==> src/rtl/regfile_wb_arbiter_pkg.sv <==
// Shared vanilla-core types for the register-file writeback path.
// The buffered writeback struct is sized for the core's fixed register file geometry.
package regfile_wb_arbiter_pkg;

   function automatic int safe_clog2(input int x);
      return (x <= 1) ? 1 : $clog2(x);
   endfunction

   localparam int vanilla_data_width_gp = 32;
   localparam int vanilla_reg_els_gp    = 32;
   localparam int vanilla_addr_width_gp = safe_clog2(vanilla_reg_els_gp);

   typedef struct packed {
      logic [vanilla_addr_width_gp-1:0] addr;
      logic [vanilla_data_width_gp-1:0] data;
   } regfile_wb_s;

   typedef enum logic {NORMAL, FORCE} wb_arb_state_e;

endpackage

==> src/rtl/bsg_fifo_1r1w_small.sv <==
// Small register-based FIFO of regfile writebacks; ready is derived from the
// registered occupancy only, so there is no pop-through when full.
module bsg_fifo_1r1w_small
   import regfile_wb_arbiter_pkg::*;
#(
   parameter int els_p = 4
)(
   input  logic        clk_i,
   input  logic        reset_i,
   input  logic        v_i,
   input  regfile_wb_s data_i,
   output logic        ready_o,
   output logic        v_o,
   output regfile_wb_s data_o,
   input  logic        yumi_i
);

   localparam int ptr_width_lp = safe_clog2(els_p);

   regfile_wb_s             mem [els_p];
   logic [ptr_width_lp-1:0] rd_ptr, wr_ptr;
   logic [ptr_width_lp:0]   count;
   logic                    enq, deq;

   assign ready_o = (count != (ptr_width_lp+1)'(els_p));
   assign v_o     = (count != '0);
   assign data_o  = mem[rd_ptr];
   assign enq     = v_i & ready_o;
   assign deq     = yumi_i & v_o;

   // Depth is a power of two, so pointers wrap naturally.
   always_ff @(posedge clk_i) begin
      if (reset_i) begin
         rd_ptr <= '0;
         wr_ptr <= '0;
         count  <= '0;
      end else begin
         if (enq) wr_ptr <= wr_ptr + 1'b1;
         if (deq) rd_ptr <= rd_ptr + 1'b1;
         case ({enq, deq})
            2'b10:   count <= count + 1'b1;
            2'b01:   count <= count - 1'b1;
            default: ;
         endcase
      end
   end

   always_ff @(posedge clk_i) begin
      if (enq) mem[wr_ptr] <= data_i;
   end

endmodule

==> src/rtl/regfile_wb_arbiter.sv <==
// Sole driver of the integer register file write port: merges in-order pipeline
// writebacks with buffered remote-load responses, stalling the pipe if a response starves.
module regfile_wb_arbiter
   import regfile_wb_arbiter_pkg::*;
#(
   parameter  int data_width_p   = 32,
   parameter  int reg_els_p      = 32,
   parameter  int fifo_els_p     = 4,
   parameter  int starve_limit_p = 8,
   localparam int addr_width_lp  = safe_clog2(reg_els_p)
)(
   input  logic                     clk_i,
   input  logic                     reset_i,
   input  logic                     pipe_v_i,
   input  logic [addr_width_lp-1:0] pipe_addr_i,
   input  logic [data_width_p-1:0]  pipe_data_i,
   input  logic                     resp_v_i,
   input  logic [addr_width_lp-1:0] resp_addr_i,
   input  logic [data_width_p-1:0]  resp_data_i,
   output logic                     resp_ready_o,
   output logic                     stall_o,
   output logic                     w_v_o,
   output logic [addr_width_lp-1:0] w_addr_o,
   output logic [data_width_p-1:0]  w_data_o,
   output logic                     clear_v_o,
   output logic [addr_width_lp-1:0] clear_addr_o
);

   localparam int cnt_width_lp = safe_clog2(starve_limit_p) + 1;

   regfile_wb_s               resp_in, head;
   logic                      head_v, pop;
   wb_arb_state_e             state, state_n;
   logic [cnt_width_lp-1:0]   starve_cnt, starve_cnt_n;
   logic                      win_v;
   logic [addr_width_lp-1:0]  win_addr;
   logic [data_width_p-1:0]   win_data;

   assign resp_in = '{addr: resp_addr_i, data: resp_data_i};

   bsg_fifo_1r1w_small #(.els_p(fifo_els_p)) resp_fifo (
      .clk_i   (clk_i),
      .reset_i (reset_i),
      .v_i     (resp_v_i),
      .data_i  (resp_in),
      .ready_o (resp_ready_o),
      .v_o     (head_v),
      .data_o  (head),
      .yumi_i  (pop)
   );

   assign stall_o = (state == FORCE);

   always_comb begin
      state_n      = state;
      starve_cnt_n = starve_cnt;
      pop          = 1'b0;
      win_v        = pipe_v_i;
      win_addr     = pipe_addr_i;
      win_data     = pipe_data_i;

      // In FORCE the head wins even against an (illegal) pipeline write.
      if (head_v && (stall_o || !pipe_v_i)) begin
         pop      = 1'b1;
         win_v    = 1'b1;
         win_addr = head.addr;
         win_data = head.data;
      end

      case (state)
         NORMAL: begin
            if (pop) begin
               starve_cnt_n = '0;
            end else if (head_v) begin
               starve_cnt_n = starve_cnt + 1'b1;
               if (starve_cnt == cnt_width_lp'(starve_limit_p - 1)) state_n = FORCE;
            end
         end
         FORCE: begin
            state_n      = NORMAL;
            starve_cnt_n = '0;
         end
         default: state_n = NORMAL;
      endcase
   end

   always_ff @(posedge clk_i) begin
      if (reset_i) begin
         state      <= NORMAL;
         starve_cnt <= '0;
         w_v_o      <= 1'b0;
         clear_v_o  <= 1'b0;
      end else begin
         state      <= state_n;
         starve_cnt <= starve_cnt_n;
         w_v_o      <= win_v & (win_addr != '0);
         clear_v_o  <= pop;
      end
   end

   always_ff @(posedge clk_i) begin
      w_addr_o     <= win_addr;
      w_data_o     <= win_data;
      clear_addr_o <= head.addr;
   end

   no_pipe_write_during_stall: assert property (
      @(posedge clk_i) disable iff (reset_i) !(stall_o && pipe_v_i));

endmodule

==> config.mk <==
export PLATFORM = sky130hd
export DESIGN_NAME = regfile_wb_arbiter
export DESIGN_NICKNAME = d
export VERILOG_FILES = /design/src/rtl/regfile_wb_arbiter_pkg.sv /design/src/rtl/bsg_fifo_1r1w_small.sv /design/src/rtl/regfile_wb_arbiter.sv
export SDC_FILE = /design/constraint.sdc
export NUM_CORES = 1
export LEC_CHECK = 0
export ABC_AREA = 1
export BUFFER_PORTS_ARGS = -buffer_cell sky130_fd_sc_hd__buf_2
export CORE_ASPECT_RATIO = 0.6
export CORE_UTILIZATION = 45
export CTS_CLUSTER_DIAMETER = 200
export DETAILED_ROUTE_END_ITERATION = 10
export MAX_ROUTING_LAYER = met4
export PLACE_DENSITY = 0.65
export SLEW_MARGIN = 20
export SYNTH_ARGS = -nofsm -noshare
export SYNTH_HDL_FRONTEND = slang
export SYNTH_HIERARCHICAL = 1
export SYNTH_SLANG_ARGS = --single-unit
==> constraint.sdc <==
create_clock -name clk_i -period 2.5 [get_ports clk_i]
set_input_delay 0.375 -clock clk_i [delete_from_list [all_inputs] [get_ports clk_i]]
set_output_delay 0.375 -clock clk_i [all_outputs]
set_load 0.005 [all_outputs]
==> impl_metrics.py, run 1 <==
metrics = {
    "floorplan": {
        "io_pins": 124,
        "die_h_um": 102.8,
        "core_area_mm2": 0.01640,
        "die_area_mm2": 0.01748,
        "fp.dieW_um": 170.0,
        "start_util_pct": 46.48,
        "core.rowCount": 36,
    },
    "cells_and_area": {
        "fin_cells": 1009,
        "drive_gt1_share_pct": 22.01,
        "fillCellCount": 1397,
        "multi_input_area_mm2": 0.001705,
        "fin_nets": 848,
        "synthToLayoutAreaGrowth_pct": 19.75,
        "seq_area_mm2": 0.005607,
    },
    "power": {
        "p_per_area_mw_per_mm2": 988.2,
        "ir_worst_vdd_mv": 0.6447,
        "leakage_nw": 3.642,
    },
    "clock_network": {
        "clkLatencyLatePin_ps": 490,
        "cts_hold_buf": 0,
        "clkTransAtPathRegs_ps": 60,
        "h-tree-depth": 1,
        "ctsLongestPathBuffers": 3,
        "cts_made_buffers": 20,
        "cts_tree": "yes",
        "cts.sinks": 206,
        "clock-root-buffer": "clkbuf_16",
        "cts_resized": 0,
        "post_cts_buffers": 0,
    },
    "place": {
        "placement.io_buffers": 123,
        "place.gp.congestion": 0.8150,
        "pre_cts_slack_ps": 448.2,
        "post-place-cells": 969,
        "dp_hpwl_um": 9869,
    },
    "route": {
        "post-route-drc-count": 0,
        "via_per_inst": 5.006,
        "dr.pass1.iters": 4,
        "ant_nets": 0,
        "wire_per_inst_um": 16.22,
        "drt-total-wl_um": 16370,
        "drtIter0Drc": 374,
        "vias": 5051,
    },
    "global_routing": {
        "met1_usage_pct": 26.27,
        "grt_pass1_vias": 4982,
        "grt_use_met3_pct": 4.530,
        "grt_pass1_wl_um": 25670,
        "grt_max_degree": 57,
        "grt.overflow.total": 0,
        "antenna_found_initial": 3,
        "met2_usage_pct": 31.75,
        "track_usage_pct": 19.94,
        "busiest_layer": "met2",
    },
    "synthesis": {
        "yosysUniqueCellTypes": 24,
        "ys.flop_type": "edfxtp_1",
        "yosysTopAreaCell": "edfxtp_1",
        "postSynth.asyncResetShare_pct": 0,
        "synth_edf_count": 148,
        "yosys_warnings": 6,
        "avgSynthCellArea_um2": 12.00,
        "synth_seq_cells": 206,
        "yosys-top-cells-area": "edfxtp_1, dfxtp_1, nand2_1",
        "netlist_top_cells_count": "edfxtp_1, nand2_1, nor2_1",
        "synth.most_common_cell": "edfxtp_1",
        "synthesis.nets": 720,
        "yosys.area.top_type_share_pct": 58.32,
        "syn_area_mm2": 0.007621,
        "yosysSeqAreaShare_pct": 73.55,
        "syn_inst": 635,
    },
    "sta": {
        "slew_viol_final": 0,
        "timing.fmax_mhz": 478.0,
        "whs_ps": 81.10,
        "finalHoldViolations": 0,
        "rsz0062_at_grt": "false",
        "finalWorstSetupSlack_ps": 407.9,
        "tightestPinTransition_ps": 587.6,
        "finalCritPeriodShare_pct": 83.68,
        "setup_violations": 0,
        "clock-skew-final_ps": 11.38,
        "slew_headroom_pct": 60.83,
        "min_period_ps": 2092,
    },
    "critical_path": {
        "cp.depth": 13,
        "max_stage_delay_ps": 390,
        "critPathLaunchType": "flip-flop",
        "cp_slowest_cell": "fa_1",
        "required_ps": 2880,
        "crit_path_max_fanout": 10,
        "crit_type": "flip-flop to flip-flop",
        "ff2ff_path_depth": 13,
        "cp_top_family": "simple AND/OR/NAND/NOR gates",
        "cp_num_buf_inv": 3,
        "arrival_ps": 2470,
        "path_cells": "nor2_1, nand2_1, nand2_2, inv_1, nand2_1, inv_1, ha_1, inv_1, fa_1, nand2_1, nand3_1, nor2_1, nor2_1",
        "end_kind": "flip-flop",
    },
    "flow_run": {
        "maxCapViolations": 0,
    },
    "hold_path": {
        "min_path_type": "input port to flip-flop",
        "hold_depth": 3,
    },
    "outcome": {
        "status": "complete, no violations",
    },
}
## power breakdown
part           leakage (nW)  total [mW]  switching (mW)  internal, mW
Clock                 0.302        2.87            1.21          1.66
Combinational          1.50        1.84            1.20         0.640
Sequential             1.84        4.31           0.155          4.15
Total                  3.64        9.02            2.56          6.45
## cell usage in the layout, fill, tap and decap left out, drive strengths merged
master | synthesis | routed
ha | 6 | 6
clkbuf | 10 | 30
buf | 20 | 136
o22ai | 37 | 37
nand4 | 1 | 1
bufinv | 0 | 1
edfxtp | 148 | 148
a21oi | 8 | 8
o21ai | 80 | 80
nor2 | 90 | 90
nand2 | 126 | 126
fa | 1 | 1
inv | 36 | 37
xor2 | 2 | 2
nand3b | 1 | 1
a22oi | 1 | 1
dfxtp | 58 | 58
nand3 | 10 | 10
clkinv | 0 | 4
diode | 0 | 4
## logic make-up (layout without fill, tap and decap cells)
family / after synthesis / after routing / synth area share [%]
buffers and inverters: 66 / 208 / 4.466
AO/OA/AOI/OAI: 126 / 126 / 8.964
other: 0 / 4 / 0
adder cells (fa/ha/maj): 7 / 7 / 1.248
flip-flops: 206 / 206 / 73.55
XOR/XNOR: 2 / 2 / 0.2299
AND/OR/NAND/NOR: 228 / 228 / 11.54
## metal layers
metal	vias up	wire length [um]
met5	-	0
met4	0	249
met3	25	1209
met2	149	7301
met1	2423	7612
li1	2454	-
## metrics by stage
stage	utilization [%]	area (um^2)	power, mW	setup TNS, ps
5_1_grt	55.65	9124	9.531	0
6_report	55.66	9126	9.019	0
2_1_floorplan	-	7621	5.557	-22920
3_3_place_gp	51.82	8496	6.166	0
3_5_place_dp	51.82	8496	6.243	0
4_1_cts	55.60	9116	9.121	0
## cell type report
class / instances / area share (%)
sequential: 206 / 61.43
timing repair buffer: 136 / 8.363
tap: 228 / 3.126
clock inverter: 6 / 0.6718
multi-input combinational: 363 / 18.69
inverter: 36 / 1.481
antenna: 4 / 0.1097
clock buffer: 30 / 6.128
## worst reg2reg max path: stages (launching register included)
cell     delay [ps]
dfxtp_1         350
nor2_1           70
nand2_1         250
nand2_2          90
inv_1            70
nand2_1          70
inv_1           110
ha_1            160
inv_1            60
fa_1            390
nand2_1          90
nand3_1          90
nor2_1          130
nor2_1           70
## flip-flops by register name, summed over array words and instances (netlist names), named ones only
name / count
starve_cnt: 4
w_data_o: 32
stall_o: 1
w_addr_o: 5
resp_fifo/wr_ptr: 2
resp_fifo/mem: 148
clear_addr_o: 5
w_v_o: 1
resp_fifo/rd_ptr: 2
resp_fifo/count: 3
clear_v_o: 1
## worst paths after layout
path / from / endpoint / slack [ps]
worst min-delay path: pipe_data_i[29] / w_data_o[29] / 80
worst max-delay path: resp_fifo/count[1] / resp_fifo/count[2] / 410
worst min register to register: starve_cnt[3] / starve_cnt[3] / 490
worst max register to register: resp_fifo/count[1] / resp_fifo/count[2] / 410
Note: power is estimated with default switching activity, not from simulation.
==> inputs of run 2 (changes only) <==
==> constraint.sdc (replaced) <==
create_clock -name clk_i -period 1.9 [get_ports clk_i]
set_input_delay 0.285 -clock clk_i [delete_from_list [all_inputs] [get_ports clk_i]]
set_output_delay 0.285 -clock clk_i [all_outputs]
set_load 0.005 [all_outputs]
==> run 2 against run 1 <==
  * Final cell count is 2.0% higher
  * Worst hold slack worse by 70 ps
  * Global-route usage is 0.081 points higher
==> impl_metrics.py, run 2 (synthesis results as in run 1) <==
metrics = {
    "outcome": {
        "status": "complete, no violations",
    },
    "clock_network": {
        "cts_tree": "yes",
        "ctsLongestPathBuffers": 3,
        "clkLatencyLatePin_ps": 480,
        "cts_made_buffers": 19,
        "h-tree-depth": 1,
        "cts.sinks": 206,
        "clkTransAtPathRegs_ps": 60,
        "clock-root-buffer": "clkbuf_16",
    },
    "critical_path": {
        "rr_startpoint": "stall_o",
        "critPathLaunchType": "flip-flop",
        "max_stage_delay_ps": 340,
        "crit_path_max_fanout": 4,
        "end_kind": "flip-flop",
        "cp_slowest_cell": "dfxtp_2",
        "cp_num_buf_inv": 4,
        "path_cells": "inv_1, nand2_2, nand2_4, inv_4, nand2_1, inv_2, ha_4, inv_1, fa_2, nand2_1, nand3_2, nand2_2, nand2_1, nor2_1",
        "startpoint": "stall_o",
        "crit_type": "flip-flop to flip-flop",
        "cp_common_cell": "nand2_1",
        "required_ps": 2300,
        "arrival_ps": 2180,
        "cp_top_family": "simple AND/OR/NAND/NOR gates",
    },
    "place": {
        "placement.io_buffers": 123,
        "dp_hpwl_um": 10570,
        "pre_cts_slack_ps": 92.72,
        "place.gp.congestion": 0.7815,
        "place_area_mm2": 0.008543,
    },
    "sta": {
        "tightestPinTransition_ps": 494.7,
        "finalCritPeriodShare_pct": 93.27,
        "clock-skew-final_ps": 11.35,
        "timing.fmax_mhz": 564.3,
        "finalWorstSetupSlack_ps": 127.9,
        "rsz0062_at_grt": "false",
        "finalHoldViolations": 0,
        "min_period_ps": 1772,
        "slew_viol_final": 0,
        "whs_ps": 10.75,
        "slew_headroom_pct": 67.02,
        "setup_violations": 0,
    },
    "floorplan": {
        "io_pins": 124,
        "fp.dieW_um": 170.0,
        "core.rowCount": 36,
        "core_area_mm2": 0.01640,
        "start_util_pct": 46.48,
        "die_area_mm2": 0.01748,
        "die_h_um": 102.8,
    },
    "global_routing": {
        "grt_pass1_vias": 4917,
        "antenna_found_initial": 6,
        "grt_max_degree": 41,
        "grt.overflow.total": 0,
        "track_usage_pct": 20.02,
        "grt_pass1_wl_um": 25710,
    },
    "route": {
        "wire_per_inst_um": 16.30,
        "ant_nets": 0,
        "drtIter0Drc": 352,
        "dr.pass1.iters": 5,
        "vias": 5134,
        "via_per_inst": 4.989,
        "drt-total-wl_um": 16780,
        "post-route-drc-count": 0,
    },
    "cells_and_area": {
        "fin_nets": 868,
        "design_area_mm2": 0.009329,
        "reg_top3": "resp_fifo/mem: 148 flops, w_data_o: 32 flops",
        "largest_register": "resp_fifo/mem",
        "largest_reg_flops": 148,
        "drive_gt1_share_pct": 24.78,
        "synthToLayoutAreaGrowth_pct": 22.41,
        "final_cell_mix": "edfxtp_1, buf_2, nand2_1",
        "final_common_cell": "edfxtp_1",
        "post-route-util_pct": 56.90,
    },
    "power": {
        "ir_worst_vdd_mv": 0.5867,
        "leakage_nw": 3.746,
        "power_frac_clock_pct": 31.1,
        "switching_share_pct": 28.43,
        "p_int_mw": 8.589,
        "p_switching_mw": 3.412,
        "p_per_area_mw_per_mm2": 1286,
        "power_mw": 12.00,
        "seqPwrFrac_pct": 47.0,
        "combPwrFrac_pct": 21.9,
    },
    "hold_path": {
        "hold_start": "pipe_data_i[12]",
        "min_path_type": "input port to flip-flop",
    },
    "flow_run": {
        "maxCapViolations": 0,
    },
}
## run 2: metrics by stage
step	TNS [ps]	cells
floorplan	-29350	635
global placement	0	977
detailed placement	0	977
CTS	0	1022
global route	0	1029
finish	0	1029
## run 2: worst reg2reg max path, delay by kind of cell, from the launching register on
kind,cells,cell delay [ps]
fa+ha+maj,2,470
simple gates,8,670
flops,1,340
buf+inv,4,240
## run 2: power groups by stage
stage / Sequential (mW) / Clock, mW / Combinational, mW
floorplan: 5.77 / 0 / 1.57
global placement: 5.71 / 0 / 2.50
detailed placement: 5.73 / 0 / 2.58
CTS: 5.64 / 3.82 / 2.61
global route: 5.69 / 3.99 / 2.94
finish: 5.64 / 3.73 / 2.63
## run 2: final cells by class
type                       count  area (um^2)
tap                          228        285.3
sequential                   206         5610
timing repair buffer         157        925.9
antenna                        6        15.01
clock buffer                  22        506.7
multi-input combinational    363         1740
clock inverter                11        107.6
fill                        1382         7067
inverter                      36        137.6
## run 2: final timing paths
kind / end / slack (ps) / cells past startpoint
worst max register to register: resp_fifo/count[2] / 130 / 14
worst min-delay path: w_data_o[12] / 10 / 3
worst min register to register: starve_cnt[3] / 470 / 2
worst max-delay path: resp_fifo/count[2] / 130 / 14
## run 2: repair_timing
item / in CTS / in global routing
gates resized for setup: 0 / 10
endpoints found under the setup margin: 0 / 3
hold buffers: 12 / 0
setup buffers: 0 / 1
hold endpoints to repair: 12 / 0
## run 2: layer usage
layer | global-route usage (%) | vias up | part of all wire, %
met4 | 3.465 | 0 | 1.3
met2 | 31.37 | 160 | 44
met1 | 27.09 | 2449 | 47
met5 | - | - | 0
met3 | 4.722 | 20 | 7.6
li1 | - | 2505 | -
==> inputs of run 3 (changes only) <==
--- a/config.mk
+++ b/config.mk
@@ -12,7 +12,7 @@
 export CTS_CLUSTER_DIAMETER = 200
 export DETAILED_ROUTE_END_ITERATION = 10
 export MAX_ROUTING_LAYER = met4
-export PLACE_DENSITY = 0.65
+export PLACE_DENSITY = 0.63
 export SLEW_MARGIN = 20
 export SYNTH_ARGS = -nofsm -noshare
 export SYNTH_HDL_FRONTEND = slang
==> constraint.sdc (replaced) <==
create_clock -name clk_i -period 2.2 [get_ports clk_i]
set_input_delay 0.33 -clock clk_i [delete_from_list [all_inputs] [get_ports clk_i]]
set_output_delay 0.33 -clock clk_i [all_outputs]
set_load 0.005 [all_outputs]
==> run 3 against run 2 <==
  * Sequential cell count did not move
  * Worst hold slack improved by 20 ps
  * Core utilization fell by 1.3 points
  * Routed wire length fell by 3.9%
  * Non-clock buffer count fell by 20
  * Power fell by 15%
  * Final cell count fell by 1.9%
  * Setup slack improved by 120 ps
==> impl_metrics.py, run 3 (synthesis results as in run 1) <==
metrics = {
    "route": {
        "vias": 5042,
        "dr.pass1.iters": 4,
        "drt-total-wl_um": 16120,
        "post-route-drc-count": 0,
        "wire_per_inst_um": 15.98,
        "ant_nets": 0,
        "via_per_inst": 4.997,
        "drtIter0Drc": 420,
    },
    "critical_path": {
        "critPathLaunchType": "flip-flop",
        "crit_type": "flip-flop to flip-flop",
        "rr_startpoint": "resp_fifo/count[1]",
        "required_ps": 2590,
        "end_kind": "flip-flop",
        "arrival_ps": 2340,
        "reg2reg_slack_ps": 250,
        "crit_path_max_fanout": 5,
        "r2r_end": "resp_fifo/count[2]",
        "ff2ff_path_depth": 15,
    },
    "clock_network": {
        "cts_made_buffers": 20,
        "ctsLongestPathBuffers": 3,
        "cts_tree": "yes",
        "post_cts_buffers": 0,
        "h-tree-depth": 1,
        "cts_hold_buf": 0,
        "clock-root-buffer": "clkbuf_16",
        "clkLatencyLatePin_ps": 490,
        "cts.sinks": 206,
        "clkTransAtPathRegs_ps": 60,
        "cts_resized": 0,
    },
    "global_routing": {
        "grt_max_degree": 43,
        "track_usage_pct": 19.40,
        "antenna_found_initial": 3,
        "grt.overflow.total": 0,
        "grt_pass1_wl_um": 24890,
        "grt_pass1_vias": 4884,
    },
    "sta": {
        "slew_headroom_pct": 66.98,
        "rsz0062_at_grt": "false",
        "min_period_ps": 1955,
        "clock-skew-final_ps": 11.32,
        "tns_ps": 0,
        "tightestPinTransition_ps": 494.7,
        "timing.fmax_mhz": 511.5,
        "slew_viol_final": 0,
        "setup_violations": 0,
        "finalCritPeriodShare_pct": 88.86,
        "finalHoldViolations": 0,
    },
    "floorplan": {
        "core_area_mm2": 0.01640,
        "start_util_pct": 46.48,
        "io_pins": 124,
        "die_area_mm2": 0.01748,
        "core.rowCount": 36,
        "fp.dieW_um": 170.0,
        "die_h_um": 102.8,
    },
    "cells_and_area": {
        "drive_gt1_share_pct": 22.49,
        "fin_nets": 849,
        "largest_register": "resp_fifo/mem",
        "largest_reg_flops": 148,
        "post-route-util_pct": 55.65,
        "reg_top3": "resp_fifo/mem: 148 flops, w_data_o: 32 flops",
        "final_cell_mix": "edfxtp_1, nand2_1, buf_2",
        "synthToLayoutAreaGrowth_pct": 19.72,
        "final_common_cell": "edfxtp_1",
    },
    "power": {
        "switching_share_pct": 28.41,
        "seqPwrFrac_pct": 47.8,
        "power_frac_clock_pct": 31.1,
        "p_switching_mw": 2.892,
        "p_per_area_mw_per_mm2": 1116,
        "leakage_nw": 3.646,
        "p_int_mw": 7.287,
        "ir_worst_vdd_mv": 0.4872,
        "combPwrFrac_pct": 21.2,
    },
    "hold_path": {
        "hold_start": "pipe_data_i[26]",
        "hold_depth": 3,
        "holdPathEnd": "w_data_o[26]",
        "min_path_type": "input port to flip-flop",
    },
    "outcome": {
        "status": "complete, no violations",
    },
    "flow_run": {
        "maxCapViolations": 0,
    },
    "place": {
        "place.gp.congestion": 0.7616,
        "placement.io_buffers": 123,
        "dp_hpwl_um": 9818,
    },
}
## run 3: worst max-delay path, stage by stage (launching register included)
cell and delay (ps):
dfxtp_1 350, nor2_1 80, nand2_2 110, nand2_2 70, inv_1 70, nand2_1 70, inv_1 80, ha_1 180
inv_1 80, fa_1 400, inv_1 70, nand2_1 50, nand3_1 90, nand2_1 60, nand2_1 60, nor2_1 40
## run 3: layer usage
metal | up-vias | global-route usage [%] | wire length, um | part of all wire (%)
met4 | 0 | 4.782 | 297 | 1.8
met1 | 2398 | 25.66 | 7295 | 45
met3 | 26 | 4.031 | 1234 | 7.7
met2 | 157 | 30.93 | 7291 | 45
li1 | 2461 | - | - | -
met5 | - | - | 0 | 0
## run 3: layout make-up
class	instances	area, um^2
Timing Repair Buffer	137	770.7
Multi-Input combinational cell	363	1708
Sequential cell	206	5607
Inverter	36	135.1
Clock buffer	28	571.8
Clock inverter	8	38.79
Antenna cell	3	7.507
Tap cell	228	285.3
Fill cell	1430	7272
## run 3: how the worst max path moves through the flow
stage	slack [ps]	start	cells past startpoint	to
4_1_cts	210	resp_fifo/count[1]	15	resp_fifo/count[2]
5_1_grt	70	resp_fifo/count[1]	15	resp_fifo/count[2]
6_report	250	resp_fifo/count[1]	15	resp_fifo/count[2]
2_1_floorplan	-450	resp_fifo/count[1]	4	resp_fifo/mem[0][0]
3_5_place_dp	230	resp_fifo/count[1]	15	resp_fifo/count[2]
3_3_place_gp	350	pipe_v_i	15	resp_fifo/count[2]
## run 3: metrics by stage
stage	total power [mW]	setup WS [ps]	cell area (um^2)	hold slack, ps	instances
final	10.18	245.0	9124	30.83	1009
after global routing	10.74	68.25	9124	28.48	1009
after CTS	10.29	212.5	9114	22.66	1006
after detailed placement	7.123	229.8	8503	468.0	970
after global placement	7.016	349.0	8503	450.4	970
after floorplan	6.315	-454.9	7621	399.1	635
## run 3: power groups by stage
stage	clock, mW	combinational [mW]	sequential (mW)
2_1_floorplan	0	1.33	4.99
3_3_place_gp	0	2.09	4.92
3_5_place_dp	0	2.18	4.95
4_1_cts	3.24	2.18	4.87
5_1_grt	3.38	2.45	4.91
6_report	3.16	2.15	4.86
